### config.mk
export PLATFORM = sky130hd
export DESIGN_NAME = uart_rx_ctrl
export DESIGN_NICKNAME = d
export VERILOG_FILES = /design/src/rtl/uart_rx_ctrl.sv
export SDC_FILE = /design/constraint.sdc
export NUM_CORES = 1
export LEC_CHECK = 0
export ABC_AREA = 1
export CAP_MARGIN = 10
export CORE_MARGIN = 4
export CORE_UTILIZATION = 50
export DETAILED_ROUTE_END_ITERATION = 12
export HOLD_SLACK_MARGIN = 0.06
export PLACE_DENSITY_LB_ADDON = 0.12
export RECOVER_POWER = 50
export SLEW_MARGIN = 20
export SYNTH_ARGS = -nofsm -noshare
export SYNTH_HDL_FRONTEND = slang
export SYNTH_SLANG_ARGS = --single-unit
### constraint.sdc
create_clock -name clk -period 6.5 [get_ports clk]
set_input_delay 1.3 -clock clk [delete_from_list [all_inputs] [get_ports clk]]
set_output_delay 1.3 -clock clk [all_outputs]
set_load 0.01 [all_outputs]
### src/rtl/uart_rx_ctrl.sv
// uart_rx_ctrl: receive FIFO with per-byte error flags, overrun tracking,
// character timeout and prioritised receive interrupt for the CPU side.
//
// state    | meaning
// TO_IDLE  | not timing: FIFO empty, or a push/pop was just seen
// TO_COUNT | counting tick_16x periods since the last FIFO activity
// TO_FIRED | character timeout asserted until activity or FIFO empty
module uart_rx_ctrl #(
  parameter int DEPTH    = 16,
  parameter int AW       = 4,
  parameter int TO_TICKS = 640
) (
  input  logic          clk,
  input  logic          rst,
  input  logic          tick_16x,
  input  logic          rx_done,
  input  logic [7:0]    rx_data,
  input  logic          rx_frame_err,
  input  logic          rx_parity_err,
  input  logic          rd_en,
  input  logic          lsr_rd,
  input  logic          fifo_clr,
  input  logic [1:0]    trig_lvl,
  input  logic          ie_rls,
  input  logic          ie_rda,
  output logic [7:0]    rd_data,
  output logic          head_ferr,
  output logic          head_perr,
  output logic          data_ready,
  output logic [AW:0]   count,
  output logic          overrun,
  output logic          err_in_fifo,
  output logic          rx_timeout,
  output logic          irq,
  output logic [1:0]    irq_id
);

  localparam int CW = $clog2(TO_TICKS + 1);
  localparam logic [AW:0] FULL_CNT = (AW+1)'(DEPTH);

  typedef enum logic [1:0] {
    TO_IDLE  = 2'd0,
    TO_COUNT = 2'd1,
    TO_FIRED = 2'd2
  } to_state_t;

  logic [9:0]    mem [DEPTH];
  logic [AW-1:0] wr_ptr, rd_ptr;
  logic [AW:0]   cnt_q, err_cnt;
  logic          ovr_q;
  to_state_t     to_state, to_state_nxt;
  logic [CW-1:0] to_cnt, to_cnt_nxt;
  logic [1:0]    irq_id_q, irq_id_nxt;
  logic [9:0]    head;
  logic [AW:0]   trig_thr;
  logic          not_empty, full, pop_ok, push_ok, ovr_evt;
  logic          push_flag, pop_flag, activity, rls_cond, rda_cond;

  assign not_empty = (cnt_q != '0);
  assign full      = (cnt_q == FULL_CNT);
  assign pop_ok    = rd_en && not_empty && !fifo_clr;
  // A pop at full frees the slot the push lands in, so no overrun then.
  assign push_ok   = rx_done && (!full || pop_ok) && !fifo_clr;
  assign ovr_evt   = rx_done && full && !pop_ok && !fifo_clr;
  assign head      = not_empty ? mem[rd_ptr] : '0;
  assign push_flag = push_ok && (rx_frame_err || rx_parity_err);
  assign pop_flag  = pop_ok && (head[8] || head[9]);
  assign activity  = push_ok || pop_ok;

  always_ff @(posedge clk) begin
    if (push_ok) mem[wr_ptr] <= {rx_parity_err, rx_frame_err, rx_data};
  end

  always_ff @(posedge clk) begin
    if (rst || fifo_clr) begin
      wr_ptr  <= '0;
      rd_ptr  <= '0;
      cnt_q   <= '0;
      err_cnt <= '0;
    end else begin
      if (push_ok) wr_ptr <= wr_ptr + AW'(1);
      if (pop_ok)  rd_ptr <= rd_ptr + AW'(1);
      case ({push_ok, pop_ok})
        2'b10:   cnt_q <= cnt_q + (AW+1)'(1);
        2'b01:   cnt_q <= cnt_q - (AW+1)'(1);
        default: cnt_q <= cnt_q;
      endcase
      case ({push_flag, pop_flag})
        2'b10:   err_cnt <= err_cnt + (AW+1)'(1);
        2'b01:   err_cnt <= err_cnt - (AW+1)'(1);
        default: err_cnt <= err_cnt;
      endcase
    end
  end

  always_ff @(posedge clk) begin
    if (rst)          ovr_q <= 1'b0;
    else if (ovr_evt) ovr_q <= 1'b1;
    else if (lsr_rd)  ovr_q <= 1'b0;
  end

  always_ff @(posedge clk) begin
    if (rst) begin
      to_state <= TO_IDLE;
      to_cnt   <= '0;
    end else begin
      to_state <= to_state_nxt;
      to_cnt   <= to_cnt_nxt;
    end
  end

  always_comb begin
    to_state_nxt = to_state;
    to_cnt_nxt   = to_cnt;
    case (to_state)
      TO_IDLE: begin
        if (!activity && tick_16x && not_empty) begin
          to_state_nxt = TO_COUNT;
          to_cnt_nxt   = '0;
        end
      end
      TO_COUNT: begin
        if (activity) begin
          to_state_nxt = TO_IDLE;
          to_cnt_nxt   = '0;
        end else if (tick_16x) begin
          if (to_cnt >= CW'(TO_TICKS - 2)) begin
            to_state_nxt = TO_FIRED;
            to_cnt_nxt   = CW'(TO_TICKS - 1);
          end else begin
            to_cnt_nxt = to_cnt + CW'(1);
          end
        end
      end
      TO_FIRED: begin
        if (activity || !not_empty) begin
          to_state_nxt = TO_IDLE;
          to_cnt_nxt   = '0;
        end
      end
      default: begin
        to_state_nxt = TO_IDLE;
        to_cnt_nxt   = '0;
      end
    endcase
    if (fifo_clr) begin
      to_state_nxt = TO_IDLE;
      to_cnt_nxt   = '0;
    end
  end

  always_comb begin
    rx_timeout = (to_state == TO_FIRED);
  end

  always_comb begin
    case (trig_lvl)
      2'd0:    trig_thr = (AW+1)'(1);
      2'd1:    trig_thr = (AW+1)'(DEPTH / 4);
      2'd2:    trig_thr = (AW+1)'(DEPTH / 2);
      default: trig_thr = (AW+1)'(DEPTH - 2);
    endcase
    rls_cond = ovr_q || head[8] || head[9];
    rda_cond = (cnt_q >= trig_thr);
    if (ie_rls && rls_cond)        irq_id_nxt = 2'b11;
    else if (ie_rda && rda_cond)   irq_id_nxt = 2'b10;
    else if (ie_rda && rx_timeout) irq_id_nxt = 2'b01;
    else                           irq_id_nxt = 2'b00;
  end

  always_ff @(posedge clk) begin
    if (rst) irq_id_q <= 2'b00;
    else     irq_id_q <= irq_id_nxt;
  end

  assign rd_data     = head[7:0];
  assign head_ferr   = head[8];
  assign head_perr   = head[9];
  assign data_ready  = not_empty;
  assign count       = cnt_q;
  assign overrun     = ovr_q;
  assign err_in_fifo = (err_cnt != '0);
  assign irq_id      = irq_id_q;
  assign irq         = (irq_id_q != 2'b00);

endmodule
# After elaboration in Yosys (flattened, before gate mapping)
# Memory sizes are Yosys's and may differ from the RTL's. A register that Yosys moved wholly into a read port is not among the register bits.
# Cells that the tools add are included.
# totals
register_bits	33
ram_bits	160
in_bits	21
out_inout_bits	22
word_cells	94
mem_count	1
# mem_list
name	words	word_bits	rd	rd_clocked_by_memory_dff	wr	line_no	source
mem	16	10	1	1	1	47	logic [9:0] mem [DEPTH];
# op_classes
addsub	7
magnitude_cmp	2
n_eq_ne	13
n_mux	25
reduce_logical	38
# op_table
cell	n
$mux W10	6
$pmux W10 S3	1
$pmux W5 S2	2
$logic_and A1 B1 Y1	14
$mux W2	7
$pmux W4 S3	1
$add A10 B1 Y10 const B	1
$add A5 B1 Y5 const B	2
$ge A10 B10 Y1 const B	1
$reduce_bool A5 Y1	2
$sub A5 B1 Y5 const B	2
$add A4 B1 Y4 const B	2
$eq A2 B1 Y1 const B	4
$eq A2 B2 Y1 const B	4
$logic_or A1 B1 Y1	8
$mux W4	2
$reduce_bool A2 Y1	4
$ne A3 B3 Y1 const B	2
$pmux W2 S3	1
$eq A5 B5 Y1 const B	1
$ge A5 B5 Y1	1
$logic_not A1 Y1	5
$mux W1	5
$logic_not A2 Y1	2
other kinds (5)	5

# Longest topological paths before layout
# depth
word_depth	12
depth_mapped	19
ltp_nobuf	17

# Worst setup path before layout
# OpenSTA, ideal clock, no wires.
# synth_timing
path_type	input-to-reg
startpoint	input port rx_done
endpoint	register cnt_q[4] (netlist: count[4])
arrival_time_ns	3.073
required_time_ns	6.430
path_slack_ns	3.357
cell_stages	12
path_buffers	1
path_cell_list	inv_1 > nor2_1 > nand2_4 > buf_2 > ha_1 > ha_1 > nand2_1 > nor2_1 > a211oi_1 > xor2_1 > nand2_1 > a21oi_1
# synth_via
elab_chain_cells	4
elab_cells_between_ends	6
classes_between	2 x eq/ne; 1 x mux; 3 x reduce/logical
# synth_rtl
element	line_no	source
start, declared	16	input logic rx_done,
$logic_and A1 B1 Y1 * (2 in series)	63	assign push_ok = rx_done && (!full || pop_ok) && !fifo_clr;
$eq A2 B1 Y1 or $eq A2 B2 Y1 (tied branches)	83	case ({push_ok, pop_ok})
$pmux W5 S2 or $reduce_bool A2 Y1 (tied branches)	--	
end signal, assigned	84	2'b10: cnt_q <= cnt_q + (AW+1)'(1);
end signal, assigned	85	2'b01: cnt_q <= cnt_q - (AW+1)'(1);
end signal, assigned	86	default: cnt_q <= cnt_q;
end, declared	49	logic [AW:0] cnt_q, err_cnt;
# Every way passes the cells marked *; elsewhere a longest branch is shown, timed or not.
# A chain may end at the register's enable or synchronous reset.

==> flow_summary_export.csv <==
group,metric,value,unit
cells_and_area,layoutNonFillerInstCount,1033,
placed_design,place.port_buffers,42,
route,ant_nets,0,
critical_path,critical-path-slowest-cell,"inv_4",
status,run_status,"finished clean",
cells_and_area,drive_gt1_share,7.50,%
critical_path,critical_path.endpoint,"rd_data[1]",
placed_design,dp_hpwl,11600,microns
placed_design,dp.cells,1003,
flow_run,drv.max_cap_violation_count,0,
synthesis,async_flop_share,0,%
synthesis,synth_sequential_area_ratio,64.8,%
synthesis,yosysWarningCount,0,
floorplanning,die_h,139,microns
floorplanning,starting_density_of_the_core,51.2,%
global_route,grt_pass1_wl,29700,microns
synthesis,syn-num-nets,803,
timing,finalClockSkew,0.00691,ns
critical_path,timing.critical_path.buf_inv,3,
cells_and_area,layout.filler_cells,1412,
power_and_ir_drop,p_sw,531,uW
clock_network,post-cts-setup-buffer-count,0,
placed_design,place_ws,2.39,ns
clock_network,clk_pin_slew,0.07,ns
global_route,grt_pass1_vias,5699,
synthesis,synth_top_cells_by_count,"edfxtp_1, nand2_1, nor2_1",
cells_and_area,fin_area,9680,sq um
route,vias,5785,
route,drt_iter0_markers,377,
global_route,grt_start_max_net_pins,82,
power_and_ir_drop,power_frac_comb,5.8,%
worst_hold_path,path_category_of_the_worst_min_delay_check,"reg -> reg",
timing,whs,0.493,ns
clock_network,numCtsBuffers,17,
synthesis,yosys.cell_count.top_type,"edfxtp_1",
floorplanning,ioPinCount,43,
critical_path,worstSetupPathType,"reg -> out",
critical_path,critical_path_depth,9,
critical_path,r2r_cells,18,
timing,setup_violations,0,
timing,report.final.slew_viol_count,0,
floorplanning,die_area,19300,sq um
critical_path,timing.critical_path.required,5.20,ns
clock_network,clock-sinks,197,
critical_path,worstSetupStartpointType,"flip-flop",
cells_and_area,diode_count,0,
synthesis,synth_area_per_cell,11.3,sq um
power_and_ir_drop,leakage,3.34,nW
cells_and_area,footprint_of_the_multi_input_gates,2560,sq um
timing,post-route-min-period,4.57,ns
route,drc_errors,0,
synthesis,synth_area,8550,sq um
clock_network,cts_root_buffer,"clkbuf_16",
timing,tns,0,ns
power_and_ir_drop,power.internal,1.95,mW
route,drt-total-wl,18600,microns
clock_network,cts_tree,"yes",
timing,timing.final.hold_violations,0,
clock_network,h-tree-depth,4,
power_and_ir_drop,worst_vdd_ir,0.190,mV
critical_path,crit_path_max_fanout,81,
placed_design,dpl-instance-area,9190,sq um
clock_network,ctsHoldBuffers,0,
critical_path,critPathArrivalTime,3.27,ns
timing,max_clock_freq,219,MHz
power_and_ir_drop,power_frac_seq,55.4,%
cells_and_area,num-nets-final,845,
power_and_ir_drop,share_clk_of_total_power,38.8,%
synthesis,post_synth_main_area_contributors,"edfxtp_1, dfxtp_1, o21ai_0, nand2_1, nor2_1",
critical_path,worst_path_largest_cell_delay,0.67,ns
synthesis,synth_top_area_share,56.2,%
timing,unrepaired_setup_endpoints_after_global_routing,"no",
clock_network,source_to_sink_clock_delay_at_the_later_pin_of_the_worst_skew_pair,0.43,ns
timing,fin_ws,1.93,ns
route,drt_first_pass_iters,5,
timing,finalCritPeriodShare,70.3,%
floorplanning,design.core.area,16700,sq um
global_route,global_route.overflow_total,0,
cells_and_area,sequential_cell_area,5550,sq um
critical_path,worstReg2RegEnd,"err_cnt[3]",
clock_network,max_buffers_root_to_sink,2,
cells_and_area,final_core_utilization,58.0,%
cells_and_area,syn2layout_area_growth,13.2,%
timing,max_slew_margin,35.3,%
critical_path,cp-end-kind,"primary output",
power_and_ir_drop,sw_frac_of_total,21.4,%
floorplanning,die-width,139,microns
synthesis,synth-edff-count,160,
global_route,antenna_found_initial,0,
synthesis,synth_ff_type,"edfxtp_1",
synthesis,post_synth_inst_count,760,
route,route.detailed.vias_per_inst,5.60,
critical_path,timing.reg2reg.setup_slack,2.67,ns
power_and_ir_drop,power.total,2.48,mW
power_and_ir_drop,power.density_cell_area,256,nW/um^2
clock_network,postCtsResizedCells,0,
floorplanning,std_cell_rows,47,
route,avgRoutedWirePerCell,18.0,microns
critical_path,cp_top_family,"buffers and inverters",
critical_path,cell_by_cell_listing_of_the_critical_path,"buf_4 -> inv_4 -> o21ai_0 -> o22ai_1 -> nor2_1 -> nor2_1 -> o21ai_0 -> a21oi_1 -> clkdlybuf4s50_1",
global_route,overall_global_routing_usage,19.5,%
synthesis,synth.ff_latch_count,197,
synthesis,synth_cell_type_count,38,
placed_design,place_congestion,0.778,
timing,actual_slew_at_the_worst_max_slew_pin,0.969,ns
synthesis,yosysTopAreaCell,"edfxtp_1",
==> cells by family (layout without fill, tap and decap cells) <==
logic type                 count (synthesis)  count (layout)  synth area share [%]
AOI/OAI and AO/OA                        164             164                  11.3
xor gates and xnor gates                  16              16                  1.64
adders and majority gates                 22              22                  3.39
buffers and inverters                     91             144                  4.74
DFF                                      197             197                  64.8
and+or+nand+nor                          270             270                  14.1
==> worst min-delay path by stage <==
stage	startpoint	end	slack, ns	cells past startpoint
floorplan	rd_ptr[2]	flip-flop	0.45	2
global placement	wr_ptr[3]	wr_ptr[3]	0.48	2
detailed placement	wr_ptr[3]	wr_ptr[3]	0.48	2
CTS	wr_ptr[3]	wr_ptr[3]	0.49	2
global route	err_cnt[4]	err_cnt[4]	0.52	2
finish	wr_ptr[3]	wr_ptr[3]	0.49	2
==> state kept, by name (all words and copies together), names as in the netlist, 2 cells and up, named ones only <==
signal and cells:
count 5, err_cnt 5, irq_id 2, mem 160, rd_ptr 4, to_cnt 10, to_state 2, wr_ptr 4
==> worst register-to-register path, stage by stage, from the launching register on <==
cell and delay (ns):
dfxtp_2 0.31, buf_4 0.61, inv_4 0.50, nand2_1 0.23, nand3_1 0.08, nand3_1 0.17
nand2_1 0.08, nand2_1 0.06, nand2_1 0.09, nand2_1 0.11, a21oi_1 0.09, ha_1 0.30
ha_1 0.37, nand2_1 0.09, nor2_1 0.04, a211oi_1 0.29, xnor2_1 0.10, o21ai_0 0.15
inv_1 0.05
==> area by class of cell <==
class | instances | share of cell area (%)
Clock buffer | 19 | 4.47
Clock inverter | 11 | 1.07
Inverter | 53 | 2.12
Multi-Input combinational cell | 472 | 26.5
Sequential cell | 197 | 57.3
Tap cell | 220 | 2.84
Timing Repair Buffer | 61 | 5.74
==> layer usage <==
layer  track usage (%)  wire length, microns
met5                 0                     0
met4              4.79                   233
met3              5.31                   874
met2              33.9                  9340
met1              24.3                  8100
==> cell usage in the layout (no fill, tap or decap), types with 25 or more instances in the layout <==
cell type	netlist	final
edfxtp_1	160	160
nand2_1	92	93
nor2_1	91	91
o21ai_0	84	84
nand3_1	53	55
inv_1	46	46
a21oi_1	35	36
dfxtp_1	37	36
o221ai_1	30	30
clkdlybuf4s50_1	0	25
==> power groups by stage <==
stage	Combinational (mW)	Sequential (mW)	Clock [mW]
6_report	0.144	1.37	0.963
5_1_grt	0.161	1.37	1.04
3_5_place_dp	0.150	1.40	0
3_3_place_gp	0.146	1.40	0
4_1_cts	0.150	1.38	0.980
2_1_floorplan	0.0791	1.40	0
(Power assumes the default switching activity.)
